`config.mk`:
```
export PLATFORM = sky130hd
export DESIGN_NAME = mem_stage_ctrl
export DESIGN_NICKNAME = d
export VERILOG_FILES = /design/src/rtl/mem_stage_pkg.sv /design/src/rtl/mem_wb_reg.sv /design/src/rtl/mem_stage_ctrl.sv
export SDC_FILE = /design/constraint.sdc
export NUM_CORES = 1
export LEC_CHECK = 0
export ABC_AREA = 0
export BUFFER_PORTS_ARGS = -buffer_cell sky130_fd_sc_hd__buf_2
export CAP_MARGIN = 20
export CORE_MARGIN = 2
export CORE_UTILIZATION = 49
export CTS_BUF_LIST = sky130_fd_sc_hd__clkbuf_16
export CTS_CLUSTER_DIAMETER = 120
export DETAILED_ROUTE_END_ITERATION = 12
export PLACE_DENSITY = 0.76
export RECOVER_POWER = 50
export REMOVE_ABC_BUFFERS = 1
export SLEW_MARGIN = 15
export SYNTH_ARGS = -nofsm -noshare
export SYNTH_HDL_FRONTEND = slang
export SYNTH_HIERARCHICAL = 1
export SYNTH_SLANG_ARGS = --single-unit
```
`constraint.sdc`:
```
create_clock -name clk -period 4.3 [get_ports clk]
set_clock_uncertainty 0.15 [all_clocks]
set_input_delay 0.645 -clock clk [delete_from_list [all_inputs] [get_ports clk]]
set_output_delay 0.645 -clock clk [all_outputs]
set_load 0.05 [all_outputs]
```
`src/rtl/mem_stage_pkg.sv`:
```
// Shared types and constants for the MEM-stage data-memory controller.
// The MEM_TIMEOUT_EN watchdog uses TIMEOUT_DATA as its substitute read value.
package mem_stage_pkg;

  typedef enum logic [1:0] {
    IDLE = 2'd0,
    BUSY = 2'd1,
    DONE = 2'd2
  } state_t;

  localparam int DATA_W_DEF = 32;
  localparam int ADDR_W_DEF = 22;

  localparam logic [31:0] TIMEOUT_DATA = 32'hDEAD_BEEF;

endpackage

```
`src/rtl/mem_wb_reg.sv`:
```
// MEM/WB pipeline register. While hold is high the payload is frozen and the
// write-enable is cleared, so a stalled op never produces a duplicate writeback.
module mem_wb_reg
  import mem_stage_pkg::*;
#(
  parameter int DATA_W = DATA_W_DEF
) (
  input  logic              clk,
  input  logic              rst,
  input  logic              hold,
  input  logic [DATA_W-1:0] result_d,
  input  logic [4:0]        dst_d,
  input  logic              use_d,
  output logic [DATA_W-1:0] result_q,
  output logic [4:0]        dst_q,
  output logic              use_q
);

  // NOTE: sequential state is written with <= only, so every register samples
  // the pre-edge value of its inputs regardless of block ordering.
  always_ff @(posedge clk) begin
    if (rst) begin
      result_q <= '0;
      dst_q    <= '0;
      use_q    <= 1'b0;
    end else if (hold) begin
      use_q    <= 1'b0;
    end else begin
      result_q <= result_d;
      dst_q    <= dst_d;
      use_q    <= use_d;
    end
  end

endmodule

```
`src/rtl/mem_stage_ctrl.sv`:
```
// MEM-stage data-memory access controller: req/ack handshake, pipeline stall
// and MEM/WB ownership. Define MEM_TIMEOUT_EN to enable the BUSY watchdog.
module mem_stage_ctrl
  import mem_stage_pkg::*;
#(
  parameter int ADDR_W         = ADDR_W_DEF,
  parameter int DATA_W         = DATA_W_DEF,
  parameter int TIMEOUT_CYCLES = 255
) (
  input  logic              clk,
  input  logic              rst,
  input  logic              flush,
  input  logic              MEM_re,
  input  logic              MEM_we,
  input  logic [DATA_W-1:0] MEM_ALU_result,
  input  logic [DATA_W-1:0] MEM_data,
  input  logic              MEM_use_dst_reg,
  input  logic [4:0]        MEM_dst_reg,
  input  logic              MEM_mem_ALU_select,
  output logic              dmem_req,
  output logic              dmem_wr,
  output logic [ADDR_W-1:0] dmem_addr,
  output logic [DATA_W-1:0] dmem_wdata,
  input  logic              dmem_ack,
  input  logic [DATA_W-1:0] dmem_rdata,
  output logic              mem_stall,
  output logic              mem_err,
  output logic [DATA_W-1:0] WB_result,
  output logic [4:0]        WB_dst_reg,
  output logic              WB_use_dst_reg
);

  state_t            state;
  logic [DATA_W-1:0] rdata_q;
  logic [4:0]        dst_q;
  logic              use_dst_q;
  logic              flushed_q;
  logic              start;

  logic [DATA_W-1:0] wb_result_d;
  logic [4:0]        wb_dst_d;
  logic              wb_use_d;

  // A flushed op never reaches the bus; a request with both re and we is a store.
  assign start     = (state == IDLE) && (MEM_re || MEM_we) && !flush;
  assign mem_stall = start || (state == BUSY);

`ifdef MEM_TIMEOUT_EN
  localparam logic [7:0] TO_LIMIT = 8'(TIMEOUT_CYCLES);
  logic [7:0] busy_cnt;
  logic       err_q;
  assign mem_err = err_q;
`else
  logic unused_timeout;
  assign unused_timeout = ^TIMEOUT_CYCLES;
  assign mem_err        = 1'b0;
`endif

  always_ff @(posedge clk) begin
    if (rst) begin
      state      <= IDLE;
      dmem_req   <= 1'b0;
      dmem_wr    <= 1'b0;
      dmem_addr  <= '0;
      dmem_wdata <= '0;
      rdata_q    <= '0;
      dst_q      <= '0;
      use_dst_q  <= 1'b0;
      flushed_q  <= 1'b0;
`ifdef MEM_TIMEOUT_EN
      busy_cnt   <= '0;
      err_q      <= 1'b0;
`endif
    end else begin
      case (state)
        IDLE: begin
          if (start) begin
            dmem_req   <= 1'b1;
            dmem_wr    <= MEM_we;
            dmem_addr  <= MEM_ALU_result[ADDR_W-1:0];
            dmem_wdata <= MEM_data;
            dst_q      <= MEM_dst_reg;
            use_dst_q  <= MEM_use_dst_reg;
            flushed_q  <= 1'b0;
`ifdef MEM_TIMEOUT_EN
            busy_cnt   <= '0;
`endif
            state      <= BUSY;
          end
        end
        BUSY: begin
          // The bus transaction always runs to completion; flush only kills writeback.
          if (flush) flushed_q <= 1'b1;
          if (dmem_ack) begin
            rdata_q  <= dmem_rdata;
            dmem_req <= 1'b0;
            state    <= DONE;
          end
`ifdef MEM_TIMEOUT_EN
          else if (busy_cnt == TO_LIMIT - 8'd1) begin
            rdata_q  <= DATA_W'(TIMEOUT_DATA);
            dmem_req <= 1'b0;
            err_q    <= 1'b1;
            state    <= DONE;
          end else begin
            busy_cnt <= busy_cnt + 8'd1;
          end
`endif
        end
        DONE: begin
`ifdef MEM_TIMEOUT_EN
          err_q <= 1'b0;
`endif
          state <= IDLE;
        end
        default: state <= IDLE;
      endcase
    end
  end

  // NOTE: every output of this block gets a default first, so no latch is inferred.
  always_comb begin
    wb_result_d = MEM_ALU_result;
    wb_dst_d    = MEM_dst_reg;
    wb_use_d    = MEM_use_dst_reg && !flush;
    if (state == DONE) begin
      if (MEM_mem_ALU_select) wb_result_d = rdata_q;
      wb_dst_d = dst_q;
      wb_use_d = use_dst_q && !dmem_wr && !flushed_q && !flush && !mem_err;
    end
  end

  mem_wb_reg #(
    .DATA_W (DATA_W)
  ) u_mem_wb_reg (
    .clk      (clk),
    .rst      (rst),
    .hold     (mem_stall),
    .result_d (wb_result_d),
    .dst_d    (wb_dst_d),
    .use_d    (wb_use_d),
    .result_q (WB_result),
    .dst_q    (WB_dst_reg),
    .use_q    (WB_use_dst_reg)
  );

endmodule
```
### Word level (Yosys, flattened, before mapping)

Cells that the tools add are included.

* eq/ne operators: 5
* muxes and demuxes: 13
* reductions and logical operators: 19

Operators by type and width (number)
* $mux W32: 2
* $logic_and A1 B1 Y1: 6
* $ne A2 B2 Y1 const B: 3
* $reduce_and A2 Y1: 3
* $reduce_and A3 Y1: 2
* $mux W1: 5
* $mux W5: 1
* $mux W2: 2
* $pmux W1 S2: 2
* $pmux W2 S2: 1
* $logic_not A1 Y1: 3
* $eq A2 B1 Y1 const B: 1
* $eq A2 B2 Y1 const B: 1
* $logic_not A2 Y1: 1
* $logic_or A1 B1 Y1: 2
* $reduce_bool A2 Y1: 1
* $reduce_or A2 Y1: 1

* logic and storage cells: 49
* bits in registers: 135

### Depth between registers and ports, before layout

Gate-level depths: netlist of the first run.

* word-level depth: 5
* gate-level depth with buffers: 6
* mapped depth without buffers: 5

### Cells and area by module

Netlist of the first run, hierarchy kept.

By module, submodules not included
* mem_stage_ctrl: cells an instance 470, times used 1, sequential area each 1941.9 µm², area an instance 4436.8 µm²
* mem_wb_reg: cells an instance 121, times used 1, sequential area each 760.7 µm², area an instance 1343.8 µm²

### Least setup slack after synthesis of the first run

No wires, ideal clock.

* kind: in2reg
* start point: input flush
* end point: register u_mem_wb_reg.result_q[19]
* stages on the path: 6
* path buffers: 2
* required time: 4.022 ns
* path slack: 1.668 ns
* arrival time: 2.354 ns
* cells stage by stage: o21bai_1 a21oi_1 buf_6 buf_8 mux2i_1 nor2_1

* cells in the longest elaborated chain, start to end: 3

RTL lines
* start, declared: line mem_stage_ctrl.sv:12 `input logic flush,`
* $logic_not A1 Y1: line mem_stage_ctrl.sv:45 `assign start = (state == IDLE) && (MEM_re || MEM_we) && !flush;`
* $logic_and A1 B1 Y1: line mem_stage_ctrl.sv:45
* $logic_or A1 B1 Y1: line mem_stage_ctrl.sv:46 `assign mem_stall = start || (state == BUSY);`
* via mem_stall: line mem_stage_ctrl.sv:26 `output logic mem_stall,`
* end signal, assigned: line mem_wb_reg.sv:29 `result_q <= result_d;`
* end, declared: line mem_wb_reg.sv:14 `output logic [DATA_W-1:0] result_q,`

The timed path passes the listed nets, and every way through them passes these cells.
A chain may end at the register's enable or synchronous reset.

### Worst setup path in the final report of the first run

* start point: register state[1]
* end point: register u_mem_wb_reg.result_q[15]

* elaborated cells on any way between the ends: 7

RTL lines
* start, declared: line mem_stage_ctrl.sv:33 `state_t state;`
* start signal, assigned: line mem_stage_ctrl.sv:61 `state <= IDLE;`
* start signal, assigned: line mem_stage_ctrl.sv:88 `state <= BUSY;`
* start signal, assigned: line mem_stage_ctrl.sv:97 `state <= DONE;`
* $eq A2 B2 Y1: line mem_stage_ctrl.sv:126 `if (state == DONE) begin`
* $mux W32: line mem_stage_ctrl.sv:126
* via wb_result_d[15]: line mem_stage_ctrl.sv:40 `logic [DATA_W-1:0] wb_result_d;`

The timed path passes the listed nets, and every way through them passes these cells.

==> results of run 1 <==
worst max-delay path, cell delays in order, from the launching register on:
cell and delay [ns]:
sky130_fd_sc_hd__dfxtp_1 0.52, sky130_fd_sc_hd__nand3_2 0.81, sky130_fd_sc_hd__mux2_2 0.59, sky130_fd_sc_hd__mux2i_1 0.14, sky130_fd_sc_hd__nor2_1 0.05
cells in the final DEF, fill, tap and decap left out, types with 2 or more instances in the layout:
master / count
sky130_fd_sc_hd__mux2i_1: 98
sky130_fd_sc_hd__or3_1: 2
sky130_fd_sc_hd__a21oi_1: 35
sky130_fd_sc_hd__nand2_1: 66
sky130_fd_sc_hd__nand2b_1: 125
sky130_fd_sc_hd__nor2_1: 38
sky130_fd_sc_hd__clkbuf_1: 94
sky130_fd_sc_hd__clkinv_1: 3
sky130_fd_sc_hd__clkbuf_16: 17
sky130_fd_sc_hd__mux2_2: 37
sky130_fd_sc_hd__clkinv_2: 5
sky130_fd_sc_hd__buf_2: 108
sky130_fd_sc_hd__buf_4: 4
sky130_fd_sc_hd__inv_1: 5
sky130_fd_sc_hd__dfxtp_1: 135
cells by family after synthesis:
family | after synthesis | share of synthesized area, %
AOI/OAI and AO/OA | 38 | 3.40
buffers and inverters | 45 | 4.33
DFF | 135 | 46.8
muxes | 135 | 24.2
other | 1 | 0.0649
and+or+nand+nor | 237 | 21.3
sequential cells by signal, indices dropped and copies added (netlist names):
name / count
dmem_wdata: 32
rdata_q: 32
u_mem_wb_reg/result_q: 32
dmem_addr: 22
dst_q: 5
u_mem_wb_reg/dst_q: 5
state: 2
dmem_req: 1
dmem_wr: 1
flushed_q: 1
u_mem_wb_reg/use_q: 1
use_dst_q: 1
area by class of cell:
type	count	area share, %
Clock inverter	12	0.717
Timing Repair Buffer	208	13.2
Multi-Input combinational cell	411	39.8
Tap cell	143	2.50
Inverter	1	0.0524
Clock buffer	17	5.94
Sequential cell	135	37.8
layer usage:
metal / track usage, % / up-vias
li1: - / 2307
met1: 25.6 / 2129
met2: 35.9 / 162
met3: 7.94 / 17
met4: 7.07 / 0
met5: 0 / -
power by group through the flow:
stage                     clock (mW)  combinational, mW  sequential, mW
after floorplan                    0              0.235            1.62
after global placement             0              0.602            1.39
after detailed placement           0              0.615            1.40
after CTS                       1.22              0.616            1.37
after global routing            1.27              0.637            1.38
final                           1.19              0.595            1.37
how the worst max path moves through the flow:
stage | to | cells past startpoint | slack (ns)
final | u_mem_wb_reg/result_q[15]$_SDFFE_PP0N_ | 4 | 1.86
after floorplan | dmem_addr[0]$_SDFFE_PP0P_ | 3 | -3.25
after detailed placement | u_mem_wb_reg/result_q[15]$_SDFFE_PP0N_ | 5 | 1.75
after CTS | u_mem_wb_reg/result_q[12]$_SDFFE_PP0N_ | 4 | 1.90
after global placement | u_mem_wb_reg/result_q[10]$_SDFFE_PP0N_ | 5 | 1.80
after global routing | u_mem_wb_reg/result_q[4]$_SDFFE_PP0N_ | 4 | 1.68
stage by stage:
stage	TNS (ns)	setup WS [ns]	power [mW]	hold slack [ns]
2_1_floorplan	-223.09	-3.25	1.85	0.278
3_3_place_gp	0	1.80	2.00	0.290
3_5_place_dp	0	1.75	2.01	0.298
4_1_cts	0	1.90	3.21	0.301
5_1_grt	0	1.68	3.29	0.321
6_report	0	1.86	3.16	0.303
==> reports/results.md, run 1 <==
| Item | Reported |
|---|---|
| Clk root buf | sky130_fd_sc_hd__clkbuf_16 |
| Starting utilization of the core area | 50.4% |
| Cell accounting for the most synthesized area | sky130_fd_sc_hd__dfxtp_1 |
| DRC Markers | 0 |
| Number of global-route vias before repair | 4,650 |
| Area of the core | 11,500 sq um |
| Critical path start-end classification | reg2reg |
| Leakage power of the design | 2.99 nW |
| DRT Wirelength | 13,400 um |
| Share of the yosys chip area belonging to registers | 46.8% |
| Post-CTS repair timing setup buffer count | 0 |
| Buffers on Ports | 203 |
| Max-slew violation count | 61 |
| Area Overhead vs Synth | 23.8% |
| Count of final setup violators | 0 |
| Synth area leaders | sky130_fd_sc_hd__dfxtp_1 47%, sky130_fd_sc_hd__mux2i_1 17%, sky130_fd_sc_hd__nand2b_1 14% |
| Max VDD drop | 0.268 mV |
| Drt first pass iters | 4 |
| Cell with the most instances after synthesis | sky130_fd_sc_hd__dfxtp_1 |
| Required @ worst endpoint | 4.39 ns |
| Synth async-reset ratio | 0% |
| Number of flops mapped to enable cells by yosys | 0 |
| First-iteration detailed-routing DRC count | 216 |
| P_int | 2.22 mW |
| Initial antenna violation count | 0 |
| Hold-critical path endpoint | rdata_q[1]$_SDFFE_PP0P_ |
| Cell count after placement | 898 |
| Status | finished, violations left |
| Count of inserted antenna diode cells | 0 |
| Wire length on met1 | 5760 um |
| Global-route congestion overflow total | 0 |
| Top Metal Used | met4 |
| Hold Fails Final Rpt | 0 |
| Cell Area, Synth | 5780 sq um |
| Number of buffers created by CTS | 17 |
| Crit path launch type | flip-flop |
| Storage cell area | 2700 sq um |
| Final instance area | 7160 sq um |
| Origin of the worst min-delay path | rdata_q[1]$_SDFFE_PP0P_ |
| Placement Rows | 39 |
| Worst slew margin relative to its limit | -0.166% |
| Overall via count from detail_route | 4,615 |
| Arrival time reported for the critical path endpoint | 2.54 ns |
| Areal power density over the cells | 442 nW/um^2 |
| Utilization after layout | 62.4% |
| Clock-pin slew of the registers on the worst-case setup and hold paths | 0.06 ns |
| Met3 wire length | 1210 um |
| Area share of the leading cell type in the synthesized netlist | 46.8% |
| Violated checks | slew limit |
| Number of storage elements in the synthesis netlist | 135 |
| Cts hold-fix bufs | 0 |
| FF-to-FF End | u_mem_wb_reg/result_q[15]$_SDFFE_PP0N_ |
| Overall global routing resource usage | 21.5% |
| Sinks on the clock net | 135 |
| Part of the total power dissipated in combinational logic | 18.8% |
| Post-Layout Cell Count | 927 |
| Area enclosed by the die boundary | 12,700 sq um |
| Leading cell types by count after synthesis | 135 x sky130_fd_sc_hd__dfxtp_1, 125 x sky130_fd_sc_hd__nand2b_1, 98 x sky130_fd_sc_hd__mux2i_1 |
| Capturing element type of the critical path | flip-flop |
| Yosys Warn Count | 6 |
| Max capacitance violation total | 0 |
| Slew at the pin closest to its max-slew limit | 1.50 ns |
| Top_reg_cell synth | sky130_fd_sc_hd__dfxtp_1 |
| Clock H-tree levels | 4 |
| Setup slack on the worst flop-to-flop path | 1.86 ns |
| Die Span X | 113 um |
| Area occupied by multi-input gates | 2850 sq um |
| Reg-to-reg critical path startpoint | state[1]$_SDFFE_PP0P_ |
| Io pins | 205 |
| Setup repair after global routing missed its margin | no |
| Post-synthesis cell type count | 24 |
| Post-cts sizing count | 0 |
| Hold Path Depth | 2 |
| Buffers from clock root to sink, at most | 2 |
| Net switching power figure | 0.939 mW |
| Number of nets in the layout | 883 |
| Proportion of layout cells with a drive suffix above 1 | 22.4% |
| Reg2reg path depth | 4 |
| Dpl hpwl | 9160 um |
| Post-synthesis area per instance | 9.78 sq um |
| Wire length on met2 | 6230 um |
| Clock share of power | 37.7% |
| Clock period minus final worst setup slack | 2.44 ns |
| Final period util | 56.8% |
| Die Span Y | 113 um |
| Fill cell instance count of the final layout | 1,029 |
| FMAX | 409 MHz |
| CTS tree | built |
| Average wire length per cell after detail routing | 14.4 um |
| First-pass GRT wire length | 22,100 um |
| Cell count after synthesis | 591 |
| Sequential power share | 43.5% |
| Clock Latency Late Sink | 0.41 ns |
| Worst Hold Class | reg2reg |
| Final GP Congestion | 0.742 |
| Number of vias per cell | 4.98 |
| Pin count of the biggest net entering global routing | 107 |
| Post-Place Cell Area | 6800 sq um |
| Final ANT Viol Nets | 0 |
| Sw frac | 29.7% |
| First element of the critical path | state[1]$_SDFFE_PP0P_ |
| Max Fanout on Critical Path | 32 |
Note: power is estimated with default switching activity, not from simulation.
==> run 2: changes to the inputs <==
==> constraint.sdc (replaced) <==
create_clock -name clk -period 2.3 [get_ports clk]
set_clock_uncertainty 0.15 [all_clocks]
set_input_delay 0.345 -clock clk [delete_from_list [all_inputs] [get_ports clk]]
set_output_delay 0.345 -clock clk [all_outputs]
set_load 0.05 [all_outputs]
==> run 2 against run 1 <==
The flow now finishes without violations. Critical path depth down 1. Cell count is 1.6% higher. Die area did not move. Sequential share of layout area down 1.3 points. Total power grew 110%. Flip-flop and latch count stayed put. Clock power grew 140%. Non-clock buffer count grew 12. Hold slack worse by 0.29 ns. Combinational power up 90%. Critical endpoint is now dmem_wdata[8]$_SDFFE_PP0P_.
==> reports/results.md, run 2 (same netlist as run 1, synthesis figures left out) <==
| Item | Reported |
|---|---|
| Number of nets in the layout | 895 |
| DRC Markers | 0 |
| First-pass GRT wire length | 22,400 um |
| Slew at the pin closest to its max-slew limit | 0.936 ns |
| Final instance area | 7420 sq um |
| Initial antenna violation count | 0 |
| Largest registers | dmem_wdata x32, rdata_q x32, u_mem_wb_reg/result_q x32 |
| Cell count after placement | 906 |
| Utilization after layout | 64.7% |
| Die Span X | 113 um |
| Post-layout worst setup margin | 0.305 ns |
| First-iteration detailed-routing DRC count | 223 |
| Clock-pin slew of the registers on the worst-case setup and hold paths | 0.05 ns |
| Clock H-tree levels | 4 |
| Status | complete, no violations |
| CTS tree | built |
| Number of buffers created by CTS | 17 |
| Pre-CTS setup slack | 0.493 ns |
| Clock period minus final worst setup slack | 2.00 ns |
| Post-Layout Cell Count | 942 |
| Worst slack on hold paths | 0.0139 ns |
| Leakage power of the design | 3.10 nW |
| Leading cell types in the layout, fill and taps excluded | 135 x sky130_fd_sc_hd__dfxtp_1, 125 x sky130_fd_sc_hd__nand2b_1, 108 x sky130_fd_sc_hd__buf_2 |
| Arrival time reported for the critical path endpoint | 2.17 ns |
| Final ANT Viol Nets | 0 |
| Most common cell after layout, fill and taps aside | sky130_fd_sc_hd__dfxtp_1 |
| Io pins | 205 |
| Required @ worst endpoint | 2.48 ns |
| Starting utilization of the core area | 50.4% |
| Areal power density over the cells | 884 nW/um^2 |
| DRT Wirelength | 13,900 um |
| Area Overhead vs Synth | 28.3% |
| Post-Place Cell Area | 6900 sq um |
| Dpl hpwl | 9600 um |
| Max Fanout on Critical Path | 50 |
| Number of vias per cell | 4.97 |
| Die Span Y | 113 um |
| Count of final setup violators | 0 |
| Crit path launch type | flip-flop |
| Average wire length per cell after detail routing | 14.7 um |
| Placement Rows | 39 |
| Sinks on the clock net | 135 |
| Final period util | 86.8% |
| Max-slew violation count | 0 |
| Drt first pass iters | 4 |
| Number of global-route vias before repair | 4,749 |
| FMAX | 501 MHz |
| Pin count of the biggest net entering global routing | 77 |
| Proportion of layout cells with a drive suffix above 1 | 23.2% |
| Clk root buf | sky130_fd_sc_hd__clkbuf_16 |
| Max capacitance violation total | 0 |
| Max VDD drop | 0.701 mV |
| Hold Fails Final Rpt | 0 |
| Clock Latency Late Sink | 0.42 ns |
| Buffers from clock root to sink, at most | 2 |
| Worst Hold Class | in2reg |
| Worst slew margin relative to its limit | 37.6% |
| Count of inserted antenna diode cells | 0 |
| Area of the core | 11,500 sq um |
| Overall via count from detail_route | 4,680 |
| Overall global routing resource usage | 22.1% |
| Capturing element type of the critical path | flip-flop |
| Post-cts sizing count | 0 |
| Critical path start-end classification | reg2reg |
| Area enclosed by the die boundary | 12,700 sq um |
| Buffers on Ports | 203 |
| Global-route congestion overflow total | 0 |
| Final GP Congestion | 0.784 |
| Setup repair after global routing missed its margin | no |
[run 2: stage by stage]
stage	total power, mW	setup TNS, ns
after floorplan	3.46	-394.49
after global placement	3.75	0
after detailed placement	3.78	0
after CTS	6.64	0
after global routing	6.80	0
final	6.56	0
[run 2: timing repair]
item / in CTS / in global routing
hold endpoints to repair: 4 / 0
buffers inserted: 0 / 0
hold buffers: 4 / 0
[run 2: final timing paths]
kind	start	end	slack, ns	depth (start not counted)
setup / recovery	state[1]$_SDFFE_PP0P_	dmem_wdata[8]$_SDFFE_PP0P_	0.30	3
hold / removal	dmem_rdata[7]	rdata_q[7]$_SDFFE_PP0P_	0.01	3
setup reg to reg	state[1]$_SDFFE_PP0P_	dmem_wdata[8]$_SDFFE_PP0P_	0.30	3
hold reg to reg	rdata_q[6]$_SDFFE_PP0P_	rdata_q[6]$_SDFFE_PP0P_	0.30	2
[run 2: layout make-up]
cell class,instances,area [sq um]
fillers,980,4050
well taps,143,179
inverters,1,3.75
flip-flops and latches,135,2700
repair buffers,220,1060
multi-input cells,411,2850
clock buffers,17,425
clock inverters,15,191
[run 2: power by group]
| part | total [mW] | switching (mW) | internal, mW |
|---|---|---|---|
| logic | 1.13 | 0.772 | 0.362 |
| registers | 2.57 | 0.0818 | 2.49 |
| clock network | 2.85 | 0.962 | 1.89 |
| total | 6.56 | 1.82 | 4.74 |
[run 2: per-layer routing]
layer / global-route usage (%) / part of all wire (%)
met5: 0 / 0
met1: 25.3 / 42
met2: 36.9 / 48
met4: 9.35 / 2.0
met3: 8.59 / 8.5
[run 2: critical path: stages, from the launching register on]
cell and delay [ns]:
sky130_fd_sc_hd__dfxtp_1 0.40, sky130_fd_sc_hd__nor3_2 0.24, sky130_fd_sc_hd__clkbuf_4 0.78, sky130_fd_sc_hd__mux2i_1 0.29
